File: config.mk
export PLATFORM = sky130hd
export DESIGN_NAME = ps2_host_tx
export DESIGN_NICKNAME = d
export VERILOG_FILES = /design/src/rtl/ps2_host_tx.sv
export SDC_FILE = /design/constraint.sdc
export NUM_CORES = 1
export LEC_CHECK = 0
export ABC_AREA = 1
export CORE_MARGIN = 2
export CORE_UTILIZATION = 35
export DETAILED_ROUTE_END_ITERATION = 8
export PLACE_DENSITY = 0.49
export SLEW_MARGIN = 0
export SYNTH_ARGS = -nofsm -noshare
export SYNTH_HDL_FRONTEND = slang
export SYNTH_SLANG_ARGS = --single-unit
File: constraint.sdc
create_clock -name clk25 -period 1.85 [get_ports clk25]
set_input_delay 0.37 -clock clk25 [delete_from_list [all_inputs] [get_ports clk25]]
set_output_delay 0.37 -clock clk25 [all_outputs]
set_load 0.02 [all_outputs]
File: src/rtl/ps2_host_tx.sv
`default_nettype none
// ============================================================================
//  Module   : ps2_host_tx
//  Purpose  : PS/2 host-to-device byte transmitter over open-drain clk/data.
//  Revision : 1.0 - initial release
// ============================================================================
module ps2_host_tx #(
    parameter int unsigned CLK_HZ         = 25000000,
    parameter int unsigned INHIBIT_CYCLES = 3000,
    parameter int unsigned TIMEOUT_CYCLES = 375000,
    parameter int unsigned FILTER_CYCLES  = 8
) (
    input  logic       clk25,
    input  logic       reset_n,
    input  logic [7:0] tx_data,
    input  logic       tx_valid,
    output logic       tx_ready,
    output logic       busy,
    output logic       tx_done,
    output logic       tx_error,
    input  logic       ps2_clk_in,
    input  logic       ps2_data_in,
    output logic       ps2_clk_oe,
    output logic       ps2_data_oe
);

    localparam int unsigned CNT_MAX = (INHIBIT_CYCLES > TIMEOUT_CYCLES) ? INHIBIT_CYCLES
                                                                        : TIMEOUT_CYCLES;
    localparam int unsigned CNT_W   = $clog2(CNT_MAX + 1);
    localparam int unsigned FLT_W   = $clog2(FILTER_CYCLES + 1);

    localparam logic [CNT_W-1:0] C_INH_LAST = CNT_W'(INHIBIT_CYCLES - 1);
    localparam logic [CNT_W-1:0] C_INH_DATA = CNT_W'(INHIBIT_CYCLES - 2);
    localparam logic [CNT_W-1:0] C_TO_LAST  = CNT_W'(TIMEOUT_CYCLES - 1);
    localparam logic [FLT_W-1:0] C_FLT_LAST = FLT_W'(FILTER_CYCLES - 1);
    localparam logic [3:0]       C_IDX_STOP = 4'd9;

    generate
        if (CLK_HZ == 0 || INHIBIT_CYCLES < 2 || TIMEOUT_CYCLES < 2 || FILTER_CYCLES < 1) begin : g_param_check
            $error("ps2_host_tx: illegal parameter value");
        end
    endgenerate

    typedef enum logic [2:0] {
        ST_IDLE      = 3'd0,
        ST_INHIBIT   = 3'd1,
        ST_RTS       = 3'd2,
        ST_SEND      = 3'd3,
        ST_ACK       = 3'd4,
        ST_WAIT_IDLE = 3'd5
    } state_t;

    // Line index 0 is ps2_clk, index 1 is ps2_data.
    logic [1:0]            r_sync1;
    logic [1:0]            r_sync2;
    logic [1:0]            r_filt;
    logic [1:0][FLT_W-1:0] r_flt_cnt;
    logic                  r_clk_prev;
    logic                  w_fall;

    state_t           r_state, w_state_nxt;
    logic [CNT_W-1:0] r_cnt, w_cnt_nxt;
    logic [8:0]       r_shift, w_shift_nxt;
    logic [3:0]       r_idx, w_idx_nxt;
    logic             r_clk_oe, w_clk_oe_nxt;
    logic             r_data_oe, w_data_oe_nxt;
    logic             r_ack_ok, w_ack_ok_nxt;
    logic             r_done, w_done_nxt;
    logic             r_error, w_error_nxt;
    logic             w_in_frame;

    always_ff @(posedge clk25 or negedge reset_n) begin
        if (!reset_n) begin
            r_sync1    <= 2'b11;
            r_sync2    <= 2'b11;
            r_filt     <= 2'b11;
            r_flt_cnt  <= '0;
            r_clk_prev <= 1'b1;
        end else begin
            r_sync1    <= {ps2_data_in, ps2_clk_in};
            r_sync2    <= r_sync1;
            r_clk_prev <= r_filt[0];
            for (int i = 0; i < 2; i++) begin
                if (r_sync2[i] == r_filt[i]) begin
                    r_flt_cnt[i] <= '0;
                end else if (r_flt_cnt[i] == C_FLT_LAST) begin
                    r_filt[i]    <= r_sync2[i];
                    r_flt_cnt[i] <= '0;
                end else begin
                    r_flt_cnt[i] <= r_flt_cnt[i] + 1'b1;
                end
            end
        end
    end

    assign w_fall     = r_clk_prev & ~r_filt[0];
    assign w_in_frame = (r_state == ST_SEND) || (r_state == ST_ACK) || (r_state == ST_WAIT_IDLE);

    always_ff @(posedge clk25 or negedge reset_n) begin
        if (!reset_n) begin
            r_state   <= ST_IDLE;
            r_cnt     <= '0;
            r_shift   <= '0;
            r_idx     <= '0;
            r_clk_oe  <= 1'b0;
            r_data_oe <= 1'b0;
            r_ack_ok  <= 1'b0;
            r_done    <= 1'b0;
            r_error   <= 1'b0;
        end else begin
            r_state   <= w_state_nxt;
            r_cnt     <= w_cnt_nxt;
            r_shift   <= w_shift_nxt;
            r_idx     <= w_idx_nxt;
            r_clk_oe  <= w_clk_oe_nxt;
            r_data_oe <= w_data_oe_nxt;
            r_ack_ok  <= w_ack_ok_nxt;
            r_done    <= w_done_nxt;
            r_error   <= w_error_nxt;
        end
    end

    always_comb begin
        w_state_nxt   = r_state;
        w_cnt_nxt     = r_cnt;
        w_shift_nxt   = r_shift;
        w_idx_nxt     = r_idx;
        w_clk_oe_nxt  = r_clk_oe;
        w_data_oe_nxt = r_data_oe;
        w_ack_ok_nxt  = r_ack_ok;
        w_done_nxt    = 1'b0;
        w_error_nxt   = 1'b0;

        case (r_state)
            ST_IDLE: begin
                w_clk_oe_nxt  = 1'b0;
                w_data_oe_nxt = 1'b0;
                if (tx_valid) begin
                    w_shift_nxt  = {~^tx_data, tx_data};
                    w_cnt_nxt    = '0;
                    w_clk_oe_nxt = 1'b1;
                    w_state_nxt  = ST_INHIBIT;
                end
            end
            ST_INHIBIT: begin
                w_cnt_nxt = r_cnt + 1'b1;
                if (r_cnt == C_INH_DATA) begin
                    w_data_oe_nxt = 1'b1;
                end
                if (r_cnt == C_INH_LAST) begin
                    w_clk_oe_nxt = 1'b0;
                    w_cnt_nxt    = '0;
                    w_state_nxt  = ST_RTS;
                end
            end
            ST_RTS: begin
                w_data_oe_nxt = 1'b1;
                w_cnt_nxt     = '0;
                w_idx_nxt     = '0;
                w_state_nxt   = ST_SEND;
            end
            ST_SEND: begin
                w_cnt_nxt = r_cnt + 1'b1;
                if (w_fall) begin
                    w_cnt_nxt = '0;
                    if (r_idx == C_IDX_STOP) begin
                        w_data_oe_nxt = 1'b0;
                        w_state_nxt   = ST_ACK;
                    end else begin
                        w_data_oe_nxt = ~r_shift[0];
                        w_shift_nxt   = {1'b0, r_shift[8:1]};
                        w_idx_nxt     = r_idx + 4'd1;
                    end
                end
            end
            ST_ACK: begin
                w_cnt_nxt = r_cnt + 1'b1;
                if (w_fall) begin
                    w_cnt_nxt    = '0;
                    w_ack_ok_nxt = ~r_filt[1];
                    w_state_nxt  = ST_WAIT_IDLE;
                end
            end
            ST_WAIT_IDLE: begin
                w_cnt_nxt = r_cnt + 1'b1;
                if (r_filt == 2'b11) begin
                    w_done_nxt  = r_ack_ok;
                    w_error_nxt = ~r_ack_ok;
                    w_cnt_nxt   = '0;
                    w_state_nxt = ST_IDLE;
                end else if (w_fall) begin
                    w_cnt_nxt = '0;
                end
            end
            default: begin
                w_clk_oe_nxt  = 1'b0;
                w_data_oe_nxt = 1'b0;
                w_state_nxt   = ST_IDLE;
            end
        endcase

        // A silent device: abandon the frame and free both lines.
        if (w_in_frame && (w_state_nxt == r_state) && !w_fall && (r_cnt == C_TO_LAST)) begin
            w_clk_oe_nxt  = 1'b0;
            w_data_oe_nxt = 1'b0;
            w_error_nxt   = 1'b1;
            w_cnt_nxt     = '0;
            w_state_nxt   = ST_IDLE;
        end
    end

    assign tx_ready    = (r_state == ST_IDLE);
    assign busy        = (r_state != ST_IDLE);
    assign tx_done     = r_done;
    assign tx_error    = r_error;
    assign ps2_clk_oe  = r_clk_oe;
    assign ps2_data_oe = r_data_oe;

endmodule
`default_nettype wire

==> qor.csv, run 1 <==
stage,metric,value,unit
die,floorplan die height,99.8,um
cells_and_area,number of diodes,0,
global_route,initial antenna violation count,0,
cells_and_area,Layout area overhead,18.2,%
pwr,LEAKAGE,1.80,nW
worst_setup_path,Setup crit start kind,flop,
clock_tree,H-Tree Depth,2,
worst_setup_path,crit path DAT,1380,ps
placed_design,port bufs,18,
timing,worst slew pin tran,418,ps
clock_tree,CTS Root Buffer Type,clkbuf_8,
timing,setup violators final,0,
placed_design,RD Place Congestion,0.924,
pwr,PwrDens,879,nW/um^2
pwr,Max VDD drop,0.000354,V
clock_tree,clock-pin slew on the worst setup and hold paths,110,ps
logic_synthesis,Synth Area in Compound Gates,0.0795,
global_route,vias in the first global route,2915,
die,CORE AREA,8810,um^2
cells_and_area,Finished Core Util,0.431,
placed_design,DP Area,3670,um^2
timing,clk_skew,5.07,ps
logic_synthesis,Mapped Cells,433,
route,DRT Pass-1 Iters,4,
global_route,Tot GR Track Use,0.166,
timing,max-slew violations,0,
clock_tree,total CTS buffers,5,
timing,Fin. Hold Viols,0,
logic_synthesis,yosys warns,0,
run_status,outcome,completed,
route,Routed WL per cell,13.1,um
route,Vias/cell,4.81,
cells_and_area,share of cells above drive strength 1,0.134,
logic_synthesis,xor and xnor area share after synthesis,0.0600,
logic_synthesis,Post-synth ARST share,1.00,
logic_synthesis,average size of a mapped cell,7.41,um^2
logic_synthesis,"FF+latch count, synth",55,
clock_tree,CTS Sinks,55,
placed_design,hpwl dp,5840,um
die,starting density of the core,0.365,
logic_synthesis,Synth Net Count,452,
pwr,Tot Pwr,0.00333,W
route,Via Count,2826,
worst_setup_path,Setup CP Type,reg -> out,
worst_setup_path,Max Fanout on Critical Path,5,
timing,Rel. slew slack,0.719,
timing,Final Cycle Share,0.943,
logic_synthesis,mux share of post-synthesis cell area,0.00351,
die,Rows,34,
worst_setup_path,Critical Path RT,1480,ps
clock_tree,Clock Latency Late Sink,320,ps
worst_setup_path,CP Capture Type,output pin,
timing,Tmin final,1750,ps
timing,setup TNS,0,ps
die,Ports,19,
global_route,largest net degree at the start of global routing,30,
timing,RSZ-0062 raised after global routing,no,
die,die span in x,99.8,um
logic_synthesis,Synth Area in Adders,0.0234,
run,Max Cap Viol,0,
route,total routed wirelength,7680,um
logic_synthesis,Synth Area in Simple Gates,0.322,
timing,max frequency,573,MHz
route,DRC Markers,0,
hold_path,Worst Hold Class,reg -> reg,
logic_synthesis,"Distinct cells, synth",33,
global_route,total congestion overflow,0,
logic_synthesis,main combinational cell family by area after synthesis,simple AND/OR/NAND/NOR gates,
cells_and_area,final instance area,3790,um^2
logic_synthesis,top_reg_cell synth,dfrtp_1,
logic_synthesis,register area share after synthesis,0.431,
clock_tree,CTS max path bufs,2,
global_route,first-pass GRT wire length,13300,um
die,die area,9960,um^2
clock_tree,CTS tree,done,
logic_synthesis,Post-synth EDFFs,0,
route,initial drt markers,117,
route,Final ANT Viol Nets,0,
logic_synthesis,Mapped Area,3210,um^2
cells_and_area,Final #Nets,497,
## cell usage after synthesis (2+ instances only)
master,count,area share
nand2_1,117,0.14
nor2_1,64,0.075
inv_1,49,0.057
dfrtp_1,48,0.37
nand3_1,37,0.058
o21ai_0,12,0.019
xnor2_1,11,0.030
xor2_1,11,0.030
o21ai_1,9,0.014
a21oi_1,8,0.012
dfstp_2,7,0.057
o211ai_1,7,0.016
ha_1,6,0.023
nand2_2,5,0.0097
inv_2,4,0.0047
nor2_2,4,0.0078
nor3_1,4,0.0062
buf_2,3,0.0047
nand3b_1,3,0.0070
nand4_1,3,0.0058
nor4_1,3,0.0058
o22ai_1,3,0.0058
o31ai_1,3,0.0070
buf_4,2,0.0047
buf_6,2,0.0070
## logic make-up after synthesis
kind of cell	Yosys count
fa+ha+maj	6
mux	1
simple gates	244
flops	55
xor+xnor	22
compound gates	44
buf+inv	61
## critical path, stage by stage, from the launching register on
cell	delay (ps)
dfrtp_1	460
nor2_2	150
nand2_1	90
inv_1	60
clkdlybuf4s15_1	290
## power breakdown
part | internal (W) | leakage (nW) | switching, W | total [W]
clock | 0.000289 | 0.0522 | 0.000464 | 0.000753
combinational | 0.000418 | 1.04 | 0.000529 | 0.000946
sequential | 0.00146 | 0.704 | 0.000176 | 0.00164
total | 0.00217 | 1.80 | 0.00117 | 0.00333
## cell type report
| class | count | area [um^2] |
|---|---|---|
| Clock buffer | 5 | 68.8 |
| Clock inverter | 3 | 31.3 |
| Fill cell | 912 | 5010 |
| Inverter | 54 | 205 |
| Multi-Input combinational cell | 317 | 1580 |
| Sequential cell | 55 | 1390 |
| Tap cell | 108 | 135 |
| Timing Repair Buffer | 45 | 392 |
## state kept, by name, indices dropped and copies added (netlist names)
register     cells
r_sync1          2
r_clk_prev       1
r_filt           2
r_ack_ok         1
ps2_data_oe      1
r_shift          9
r_state          3
ps2_clk_oe       1
r_cnt           19
r_sync2          2
tx_error         1
r_flt_cnt        8
r_idx            4
tx_done          1
## cells in the final DEF (no fill, tap or decap), types with 2 or more instances in the layout
cell and instances:
nand2_1 116, nand2_2 6, nand4_1 3, o21ai_0 12, inv_1 49, dfstp_2 7
a21oi_1 8, nand3b_1 3, dfrtp_1 48, nand3_1 36, o21ai_1 9, nand3_2 2
o22ai_1 3, o31ai_1 3, nor2_2 4, nor3_1 4, o211ai_1 7, nor4_1 3
nor2_1 64, ha_1 5, inv_8 2, inv_2 4, buf_4 25, xor2_1 11
clkbuf_8 5, xnor2_1 11, clkdlybuf4s50_1 15
## through the flow
stage	std cells	worst slack, ps	hold slack (ps)
floorplan	433	299	74.4
global placement	577	22.7	279
detailed placement	577	15.1	285
CTS	586	50.2	366
global route	587	3.01	367
finish	587	105	363
## per-layer routing
layer / GRT usage / share of wire
met1: 0.213 / 0.46
met2: 0.291 / 0.48
met3: 0.0258 / 0.037
met4: 0.0495 / 0.019
met5: 0 / 0
## what timing repair did
action	4_1_cts	5_1_grt
setup endpoints to repair	2	15
pin swaps	0	0
setup buffers	0	1
endpoints found under the hold margin	10	0
hold buffers	1	0
gates resized for setup	2	4
## final timing paths
| check | start | endpoint | slack, ps | cells past startpoint |
|---|---|---|---|---|
| setup / recovery | r_state[1]$_DFF_PN0_ | tx_ready | 100 | 4 |
| hold / removal | r_sync1[1]$_DFF_PN1_ | r_sync2[1]$_DFF_PN1_ | 360 | 0 |
| setup reg to reg | r_cnt[0]$_DFFE_PN0P_ | r_cnt[0]$_DFFE_PN0P_ | 170 | 8 |
| hold reg to reg | r_sync1[1]$_DFF_PN1_ | r_sync2[1]$_DFF_PN1_ | 360 | 0 |
| max in group asynchronous | reset_n | r_cnt[5]$_DFFE_PN0P_ | 860 | 3 |
| min in group asynchronous | reset_n | r_cnt[16]$_DFFE_PN0P_ | 450 | 2 |
Power figures use the tool's default switching activity.
==> run 2, diff against run 1 <==
--- a/config.mk
+++ b/config.mk
@@ -8,6 +8,7 @@
 export ABC_AREA = 1
 export CORE_MARGIN = 2
 export CORE_UTILIZATION = 35
+export CTS_CLUSTER_SIZE = 28
 export DETAILED_ROUTE_END_ITERATION = 8
 export PLACE_DENSITY = 0.49
 export SLEW_MARGIN = 0
==> results of run 2 <==
No change in the layout: final DEF, timing and power equal those of run 1.
